**src/rtl/countdown_arbiter.sv**
```systemverilog
// Two-requester round-robin arbiter that grants a shared 4-bit down-counter.
// Optional macro COUNTDOWN_ABORT_EN: owner dropping req during RUN aborts to IDLE.
module countdown_arbiter (
    input  logic       clk,
    input  logic       rst,
    input  logic       req0,
    input  logic [3:0] len0,
    input  logic       req1,
    input  logic [3:0] len1,
    output logic       gnt0,
    output logic       gnt1,
    output logic       done0,
    output logic       done1,
    output logic       busy,
    output logic [3:0] count
);

    typedef enum logic [1:0] {IDLE, RUN, DONE} state_t;

    state_t state, state_nxt;
    logic   owner;      // 0: requester 0 holds the counter, 1: requester 1
    logic   last;       // last granted requester; the other one wins a tie
    logic   any_req;
    logic   win;
    logic   abort;

    always_comb begin
        any_req = req0 | req1;
        if (req0 && req1) win = ~last;
        else              win = req1;
    end

`ifdef COUNTDOWN_ABORT_EN
    logic owner_req;
    always_comb begin
        owner_req = owner ? req1 : req0;
        abort     = (state == RUN) && !owner_req;
    end
`else
    assign abort = 1'b0;
`endif

    always_ff @(posedge clk) begin
        if (rst) state <= IDLE;
        else     state <= state_nxt;
    end

    always_comb begin
        state_nxt = state;
        case (state)
            IDLE:    if (any_req) state_nxt = RUN;
            RUN: begin
                if (abort)              state_nxt = IDLE;
                else if (count == 4'd0) state_nxt = DONE;
            end
            DONE:    state_nxt = IDLE;
            default: state_nxt = IDLE;
        endcase
    end

    // Counter, owner and round-robin pointer; len and pointer only move at the grant edge.
    always_ff @(posedge clk) begin
        if (rst) begin
            count <= 4'd0;
            owner <= 1'b0;
            last  <= 1'b1;
        end else begin
            case (state)
                IDLE: if (any_req) begin
                    count <= win ? len1 : len0;
                    owner <= win;
                    last  <= win;
                end
                RUN: begin
                    if (abort)              count <= 4'd0;
                    else if (count != 4'd0) count <= count - 4'd1;
                end
                default: ;
            endcase
        end
    end

    always_comb begin
        gnt0  = (state == RUN)  && !owner;
        gnt1  = (state == RUN)  &&  owner;
        done0 = (state == DONE) && !owner;
        done1 = (state == DONE) &&  owner;
        busy  = (state != IDLE);
    end

endmodule

```
**config.mk**
```make
export PLATFORM = sky130hd
export DESIGN_NAME = countdown_arbiter
export DESIGN_NICKNAME = d
export VERILOG_FILES = /design/src/rtl/countdown_arbiter.sv
export SDC_FILE = /design/constraint.sdc
export NUM_CORES = 1
export LEC_CHECK = 0
export CAP_MARGIN = 20
export CORE_MARGIN = 2
export CORE_UTILIZATION = 40
export DETAILED_ROUTE_END_ITERATION = 8
export PLACE_DENSITY = 0.75
export SYNTH_ARGS = -nofsm -noshare
export SYNTH_HDL_FRONTEND = slang
export SYNTH_SLANG_ARGS = --single-unit
```
**constraint.sdc**
```tcl
create_clock -name clk -period 2.12 [get_ports clk]
set_input_delay 0.636 -clock clk [delete_from_list [all_inputs] [get_ports clk]]
set_output_delay 0.636 -clock clk [all_outputs]
set_load 0.02 [all_outputs]
```
# Word-level counts from Yosys, hierarchy flattened
# Cells that the tools add are included.
# W data, S select, Z words.
[totals]
ff_bits = 8
inputBits = 12
output_inout_bits = 9
wordCells = 34
[classes]
add_sub_neg = 1
eq_ne = 5
mux = 8
bitwise_logic = 2
reduce_logical = 14
[ops]
columns = ["cell", "n"]
rows = [
  ["$mux W4", 3],
  ["$pmux W4 S2", 1],
  ["$ne A2 B2 Y1 const B", 3],
  ["$logic_and A1 B1 Y1", 5],
  ["$logic_not A4 Y1", 1],
  ["$mux W2", 2],
  ["$pmux W2 S2", 1],
  ["$reduce_and A2 Y1", 2],
  ["$reduce_bool A2 Y1", 2],
  ["$reduce_bool A4 Y1", 1],
  ["$sub A4 B1 Y4 const B", 1],
  ["$reduce_and A3 Y1", 1],
  ["$eq A2 B1 Y1 const B", 1],
  ["$eq A2 B2 Y1 const B", 1],
  ["$logic_not A2 Y1", 1],
  ["$logic_not A1 Y1", 1],
  ["$mux W1", 1],
  ["$not A1 Y1", 1],
  ["$or A1 B1 Y1", 1],
]

# Longest topological paths before layout
# Gate-level depths: netlist of run 1.
[logic_depth]
depth_word = 5
depth_mapped = 6
ltp_nobuf = 6

# Worst setup path before layout of run 1
# OpenSTA, ideal clock, no wires.
[synth_timing]
kind = "reg2out"
from = "register state[0]"
to = "output gnt0"
t_arrival_ps = 1007
t_required_ps = 1484
path_slack_ps = 477
stages_incl_launch_ff = 3
path_buffers = 0
cell_sequence = "dfxtp_1 > or2b_2 > nor2_1"
[synth_via]
elab_chain_len = 2
[synth_rtl]
columns = ["item", "line", "source"]
rows = [
  ["start: declaration", "20", "state_t state, state_nxt;"],
  ["start signal: assignment", "45", "else state <= state_nxt;"],
  ["$eq A2 B1 Y1", "84", "gnt0 = (state == RUN) && !owner;"],
  ["$logic_and A1 B1 Y1", "84", ""],
  ["end: declaration", "10", "output logic gnt0,"],
]
# Every way passes these cells.

# Worst setup path after layout of run 1
[layout_timing]
from = "register state[1]"
to = "output gnt0"
# The elaborated chain is that of the path after synthesis.

==> results.md, run 1 <==
| Stage | Quantity | This run |
| --- | --- | --- |
| placed design | Detailed placer's ending HPWL | 853 µm |
| clock tree | Worst-Skew Late Latency | 0.27 ns |
| status | Result of the run | complete, no violations |
| pwr | IR drop worst, VDD | 488 µV |
| yosys | #FFs+latches synth | 8 |
| timing | Final count of pins violating max slew | 0 |
| setup path | Data arrival time at the worst-slack endpoint | 1.38 ns |
| global route | Antenna violations before repair | 0 |
| drt | Per-cell via count in the routed design | 5.16 |
| pwr | Leakage | 0.341 nW |
| global route | Number of global-route vias before repair | 434 |
| setup path | Register-to-register setup slack | 0.48 ns |
| clock tree | Hold-fix buffer count after cts | 0 |
| global route | Overall Global Routing Usage | 19.1% |
| floorplan | Area enclosed by the die boundary | 1610 µm² |
| timing | Max Clock Freq | 497 MHz |
| clock tree | Clock slew seen by the registers of the worst setup and hold paths | 0.06 ns |
| final layout | Area growth, synth to finish | 45.9% |
| final layout | Share of final-layout standard cells stronger than drive strength 1 | 15.9% |
| timing | Setup repair after global routing missed its margin | false |
| clock tree | Number of clock sinks | 8 |
| timing | Setup TNS | 0 ns |
| yosys | Cell taking the most area after synthesis | sky130_fd_sc_hd__dfxtp_1 |
| clock tree | TritonCTS clock tree | done |
| yosys | Compound-gate portion of the synthesized area | 29.4% |
| drt | Post-detailed-route DRC marker count | 0 |
| floorplan | Y dimension of the die | 40.2 µm |
| clock tree | Buffer count from post-CTS setup fixing | 0 |
| yosys | Total number of yosys warnings | 0 |
| run | Max-cap violation count | 0 |
| floorplan | Number of standard-cell rows in the floorplan | 13 |
| pwr | Final Power | 0.665 mW |
| final layout | Commonest cells after routing, fill and taps aside | sky130_fd_sc_hd__clkdlybuf4s50_1 (15), sky130_fd_sc_hd__dfxtp_1 (7), sky130_fd_sc_hd__a21oi_1 (6), sky130_fd_sc_hd__nor2_1 (5) |
| final layout | Commonest non-fill, non-tap cell in the layout | sky130_fd_sc_hd__clkdlybuf4s50_1 |
| yosys | Synth Instances | 59 |
| drt | Final wirelength | 1.18 mm |
| floorplan | Die width | 40.2 µm |
| clock tree | Buffer type at the clock tree root | sky130_fd_sc_hd__clkbuf_4 |
| yosys | Multiplexer area fraction after synthesis | 6.22% |
| setup path | Launching point of the worst reg2reg path | count[0] |
| timing | Layout Skew | 0.00640 ns |
| hold path | Worst Hold Class | flip-flop to flip-flop |
| final layout | Nets | 97 |
| pwr | Power per standard cell area | 871 nW/µm² |
| yosys | Post-synthesis average cell area | 8.86 µm² |
| setup path | Classification of the worst setup path | flip-flop to output port |
| yosys | Netlist area before placement | 523 µm² |
| yosys | Number of distinct library cells after synthesis | 32 |
| final layout | Diode insertion count for antenna repair | 0 |
| clock tree | H-Tree Depth | 1 |
| timing | Hold Violations, Final | 0 |
| floorplan | Initial Utilization | 41.8% |
| setup path | Largest fanout on the critical path | 5 |
| setup path | Critical Path Sink Type | output port |
| placed design | Placer Congestion | 0.704 |
| yosys | Basic-gate share of the synthesized area counting and, or, nand and nor cells | 25.6% |
| global route | Wire length of the first global-routing pass | 1.93 mm |
| drt | Final ANT Viol Nets | 0 |
| yosys | Post-synth top area share | 30.6% |
| setup path | Crit path required time | 1.48 ns |
| yosys | Most area-consuming cells after synthesis | sky130_fd_sc_hd__dfxtp_1 (31%), sky130_fd_sc_hd__a21oi_1 (5.7%), sky130_fd_sc_hd__a2bb2oi_4 (5.0%), sky130_fd_sc_hd__mux2_1 (4.3%), sky130_fd_sc_hd__a21boi_4 (3.6%) |
| global route | Maximum number of pins on one net before global-route repair | 9 |
| timing | Number of setup violations in the final report | 0 |
| drt | Average detailed-routed wire length per instance | 12.2 µm |
| timing | Minimum clock period after layout | 2.01 ns |
| drt | Count of TritonRoute iterations in the first routing pass | 4 |
| hold path | Hold_sp | count[1] |
| timing | Worst-case headroom to the max-slew limit | 77.0% |
| yosys | Adder-cell share of the synthesized area | 2.39% |
| clock tree | Buffer depth of the longest clock path | 2 |
| setup path | CP Launch Type | flip-flop |
| placed design | Number of port buffers | 20 |
| clock tree | TritonCTS Buffers | 3 |
| yosys | Net count of the mapped netlist | 72 |
| drt | Overall via count from detail_route | 501 |
| yosys | Combinational family with the most area after synthesis | compound AO/OA/AOI/OAI gates |
| yosys | Sequential cell area fraction in the yosys report | 30.6% |
| yosys | Synth Area in XOR/XNOR | 0% |
| timing | Final period util | 94.9% |
| floorplan | I/O pin total | 21 |
| timing | Transition time of the tightest slew-check pin | 0.341 ns |
| setup path | CP startpoint | state[1] |
| global route | Overflow after GRT | 0 |
| drt | Drt initial violations | 5 |
| floorplan | Placeable Area | 1250 µm² |
-- through the flow --
stage / instance area [µm²] / hold slack (ns) / setup WS, ns / utilization [%] / std cells
after floorplan: 523 / 0.516 / 0.477 / - / 59
after global placement: 742 / 0.498 / 0.0433 / 59.2 / 94
after detailed placement: 742 / 0.499 / 0.00832 / 59.2 / 94
after CTS: 761 / 0.511 / 0.0285 / 60.7 / 97
after global routing: 763 / 0.554 / 0.0662 / 60.9 / 97
final: 763 / 0.503 / 0.108 / 60.9 / 97
-- synth_stat cells --
master,number
sky130_fd_sc_hd__a221o_1,1
sky130_fd_sc_hd__a21boi_4,1
sky130_fd_sc_hd__nand2_1,4
sky130_fd_sc_hd__a21oi_1,6
sky130_fd_sc_hd__o21ai_0,2
sky130_fd_sc_hd__o21ai_1,1
sky130_fd_sc_hd__ha_1,1
sky130_fd_sc_hd__a211o_1,1
sky130_fd_sc_hd__or2b_2,1
sky130_fd_sc_hd__inv_1,3
sky130_fd_sc_hd__o211a_1,1
sky130_fd_sc_hd__o21bai_1,2
sky130_fd_sc_hd__dfxtp_1,8
sky130_fd_sc_hd__nor2_1,5
sky130_fd_sc_hd__mux2_1,2
sky130_fd_sc_hd__inv_2,1
sky130_fd_sc_hd__buf_6,1
sky130_fd_sc_hd__a2bb2oi_4,1
sky130_fd_sc_hd__or3_1,2
sky130_fd_sc_hd__nor3_1,1
sky130_fd_sc_hd__buf_1,1
sky130_fd_sc_hd__nor3b_1,1
sky130_fd_sc_hd__and2_2,1
sky130_fd_sc_hd__and3b_2,1
sky130_fd_sc_hd__a31oi_1,2
sky130_fd_sc_hd__mux2i_1,1
sky130_fd_sc_hd__nor4b_1,1
sky130_fd_sc_hd__or3b_1,1
sky130_fd_sc_hd__a22oi_1,1
sky130_fd_sc_hd__nand2b_1,2
sky130_fd_sc_hd__and2b_1,1
sky130_fd_sc_hd__nor2_4,1
-- routing by layer --
| metal | part of all wire [%] | vias up | global-route usage (%) | wire (µm) |
|---|---|---|---|---|
| li1 | - | 258 | - | - |
| met1 | 46 | 222 | 23.6 | 540 |
| met2 | 44 | 17 | 27.4 | 521 |
| met3 | 7.6 | 4 | 8.33 | 90 |
| met4 | 2.4 | 0 | 10.3 | 28 |
| met5 | 0 | - | 0 | 0 |
-- report_power, final --
group	switching (mW)	internal (mW)
combinational	0.158	0.165
clock	0.0605	0.0654
sequential	0.0360	0.181
-- logic make-up after synthesis --
family                     count (synthesis)
DFF                                        8
AOI/OAI and AO/OA                         19
muxes                                      3
buffers and inverters                      6
adders and majority gates                  1
and+or+nand+nor                           22
-- critical path, cell delays in order (launching register included) --
cell and delay [ns]:
sky130_fd_sc_hd__dfxtp_2 0.35, sky130_fd_sc_hd__or2b_2 0.33, sky130_fd_sc_hd__nor2_1 0.09, sky130_fd_sc_hd__dlygate4sd2_1 0.34
-- layout make-up --
cell class / instances / area (µm²)
flip-flops and latches: 8 / 161
fillers: 115 / 489
repair buffers: 22 / 213
multi-input cells: 45 / 333
inverters: 4 / 15.0
clock buffers: 3 / 22.5
well taps: 15 / 18.8
-- registers in the layout (all words and copies together), names as in the netlist --
| name | flops |
|---|---|
| owner | 1 |
| last | 1 |
| state | 2 |
| count | 4 |
-- final timing paths --
| path | endpoint | cells after the start |
|---|---|---|
| hold / removal | count[1] | 2 |
| hold reg to reg | count[1] | 2 |
| setup reg to reg | count[0] | 6 |
| setup / recovery | gnt0 | 3 |
-- what timing repair did --
action / in CTS / in global routing
pin swaps: 0 / 0
resized for setup: 5 / 1
endpoints found under the setup margin: 4 / 1
endpoints found under the hold margin: 0 / 0
Power figures use the tool's default switching activity.
==> run 2: changes to the inputs <==
--- a/config.mk
+++ b/config.mk
@@ -9,6 +9,7 @@
 export CORE_MARGIN = 2
 export CORE_UTILIZATION = 40
 export DETAILED_ROUTE_END_ITERATION = 8
+export GPL_TIMING_DRIVEN = 0
 export PLACE_DENSITY = 0.75
 export SYNTH_ARGS = -nofsm -noshare
 export SYNTH_HDL_FRONTEND = slang
==> results.md, run 2 (synthesis gave the netlist of run 1 again) <==
| Stage | Quantity | This run |
| --- | --- | --- |
| setup path | Crit path max-delay family | buffers and inverters |
| run | Max-cap violation count | 0 |
| global route | Maximum number of pins on one net before global-route repair | 9 |
| final layout | Number of flip-flops in the largest register | 4 |
| status | Result of the run | complete, no violations |
| final layout | Diode insertion count for antenna repair | 0 |
| final layout | Top register by number of flip-flops | count |
| placed design | Detailed placer's ending HPWL | 895 µm |
| final layout | Nets | 96 |
| drt | Average detailed-routed wire length per instance | 12.9 µm |
| final layout | Commonest cells after routing, fill and taps aside | sky130_fd_sc_hd__clkdlybuf4s50_1 (15), sky130_fd_sc_hd__a21oi_1 (6), sky130_fd_sc_hd__dfxtp_1 (6), sky130_fd_sc_hd__nor2_1 (5), sky130_fd_sc_hd__nand2_1 (4) |
| clock tree | Buffer depth of the longest clock path | 2 |
| timing | Layout Skew | 0.00110 ns |
| clock tree | TritonCTS clock tree | done |
| setup path | Largest fanout on the critical path | 8 |
| timing | Worst-case headroom to the max-slew limit | 75.5% |
| timing | Hold Violations, Final | 0 |
| setup path | Crit path required time | 1.48 ns |
| timing | Transition time of the tightest slew-check pin | 0.367 ns |
| drt | Per-cell via count in the routed design | 5.47 |
| drt | Post-detailed-route DRC marker count | 0 |
| global route | Number of global-route vias before repair | 426 |
| setup path | Register-to-register setup slack | 0.45 ns |
| global route | Overall Global Routing Usage | 18.2% |
| pwr | Relative contribution of sequential cells to total power | 33.7% |
| clock tree | Worst-Skew Late Latency | 0.26 ns |
| setup path | Count of buffering cells on the critical path with inverters included | 2 |
| pwr | Power per standard cell area | 883 nW/µm² |
| placed design | Placer Congestion | 0.721 |
| pwr | Leakage | 0.334 nW |
| pwr | Proportion of power drawn by combinational gates | 48.1% |
| global route | Antenna violations before repair | 0 |
| final layout | Area growth, synth to finish | 43.8% |
| timing | Final period util | 98.2% |
| timing | Final count of pins violating max slew | 0 |
| setup path | CP Launch Type | flip-flop |
| setup path | Cell chain of the critical path | and2b_1 > buf_6 > and2_2 > dlygate4sd2_1 |
| placed design | Number of port buffers | 19 |
| global route | Overflow after GRT | 0 |
| setup path | Slowest cell on crit path | sky130_fd_sc_hd__dfxtp_2 |
| pwr | IR drop worst, VDD | 530 µV |
| floorplan | Die width | 40.2 µm |
| setup path | Critical Path Sink Type | output port |
| setup path | Classification of the worst setup path | flip-flop to output port |
| timing | Number of setup violations in the final report | 0 |
| placed design | Cell area reported after detailed placement | 732 µm² |
| floorplan | Number of standard-cell rows in the floorplan | 13 |
| floorplan | Y dimension of the die | 40.2 µm |
| hold path | Worst Hold Class | flip-flop to flip-flop |
| pwr | Switching share of power | 38.4% |
| floorplan | Placeable Area | 1250 µm² |
| floorplan | Area enclosed by the die boundary | 1610 µm² |
| pwr | Internal power | 0.409 mW |
| floorplan | I/O pin total | 21 |
| pwr | Net switching component of the power | 0.255 mW |
| pwr | Clock network fraction of design power | 18.2% |
| clock tree | Number of clock sinks | 8 |
| drt | Final wirelength | 1.23 mm |
| drt | Final ANT Viol Nets | 0 |
| clock tree | Clock slew seen by the registers of the worst setup and hold paths | 0.06 ns |
| final layout | Share of final-layout standard cells stronger than drive strength 1 | 17.3% |
| clock tree | TritonCTS Buffers | 3 |
| clock tree | Buffer type at the clock tree root | sky130_fd_sc_hd__clkbuf_4 |
| drt | Count of TritonRoute iterations in the first routing pass | 4 |
| clock tree | H-Tree Depth | 1 |
| final layout | Largest registers | count x4, state x2 |
| timing | Setup TNS | 0 ns |
| drt | Drt initial violations | 22 |
| final layout | Final instance area | 752 µm² |
| clock tree | Hold-fix buffer count after cts | 0 |
| floorplan | Initial Utilization | 41.8% |
| final layout | Commonest non-fill, non-tap cell in the layout | sky130_fd_sc_hd__clkdlybuf4s50_1 |
| timing | Minimum clock period after layout | 2.08 ns |
| drt | Overall via count from detail_route | 525 |
| global route | Wire length of the first global-routing pass | 1.84 mm |
| timing | Max Clock Freq | 480 MHz |
| setup path | Data arrival time at the worst-slack endpoint | 1.45 ns |
| pwr | Final Power | 0.664 mW |
| setup path | Largest incremental delay on the critical path | 0.37 ns |
-- run 2: cell count changes in the layout (fill, tap and decap cells not counted) --
| cell | previous run | this run |
|---|---|---|
| sky130_fd_sc_hd__dfxtp_2 | 1 | 2 |
| sky130_fd_sc_hd__dlygate4sd2_1 | 4 | 2 |
| sky130_fd_sc_hd__clkbuf_2 | 0 | 1 |
| sky130_fd_sc_hd__buf_4 | 2 | 0 |
| sky130_fd_sc_hd__buf_6 | 0 | 1 |
| sky130_fd_sc_hd__buf_1 | 0 | 1 |
| sky130_fd_sc_hd__dfxtp_1 | 7 | 6 |
-- run 2: worst paths after layout --
path	from	cells past startpoint	end
worst max register to register	count[0]	6	count[2]
worst max-delay path	state[1]	4	gnt1
worst min register to register	count[1]	2	count[1]
worst min-delay path	count[1]	2	count[1]
-- run 2: final cells by class --
class                   count  area, µm²
plain buffers               2       15.0
flip-flops and latches      8        163
well taps                  15       18.8
fillers                   117        500
inverters                   4       15.0
multi-input cells          45        333
repair buffers             19        185
clock buffers               3       22.5
-- run 2: worst register-to-register path, cell delays in order, from the launching register on --
cell                        delay (ns)
sky130_fd_sc_hd__dfxtp_1          0.36
sky130_fd_sc_hd__inv_1            0.08
sky130_fd_sc_hd__ha_1             0.23
sky130_fd_sc_hd__or3b_1           0.44
sky130_fd_sc_hd__a2bb2oi_4        0.24
sky130_fd_sc_hd__o21bai_1         0.14
sky130_fd_sc_hd__a21oi_1          0.08
-- run 2: through the flow --
step           setup slack, ns  hold slack [ns]  instances  utilization, %
2_1_floorplan            0.477            0.516         59               -
3_3_place_gp           0.00470            0.501         93            58.4
3_5_place_dp          -0.00552            0.511         93            58.4
4_1_cts                 0.0311            0.524         96            60.0
5_1_grt              -0.000963            0.552         96            60.0
6_report                0.0386            0.525         96            60.0
-- run 2: what timing repair did --
| action | 4_1_cts | 5_1_grt |
|---|---|---|
| gates resized for setup | 4 | 4 |
| setup buffers | 0 | 0 |
| setup endpoints to repair | 3 | 4 |
-- run 2: power groups by stage --
stage	Combinational (mW)	Clock [mW]	Sequential (mW)
after global routing	0.348	0.133	0.228
after global placement	0.320	0	0.222
final	0.319	0.121	0.224
after floorplan	0.196	0	0.237
after CTS	0.319	0.124	0.222
after detailed placement	0.323	0	0.223
-- run 2: per-layer routing --
metal	up-vias	part of all wire [%]	global-route usage, %	routed length, µm
li1	259	-	-	-
met1	229	43	23.1	525
met2	33	47	26.6	574
met3	4	9.1	3.33	112
met4	0	1.7	14.7	21
met5	-	0	0	0
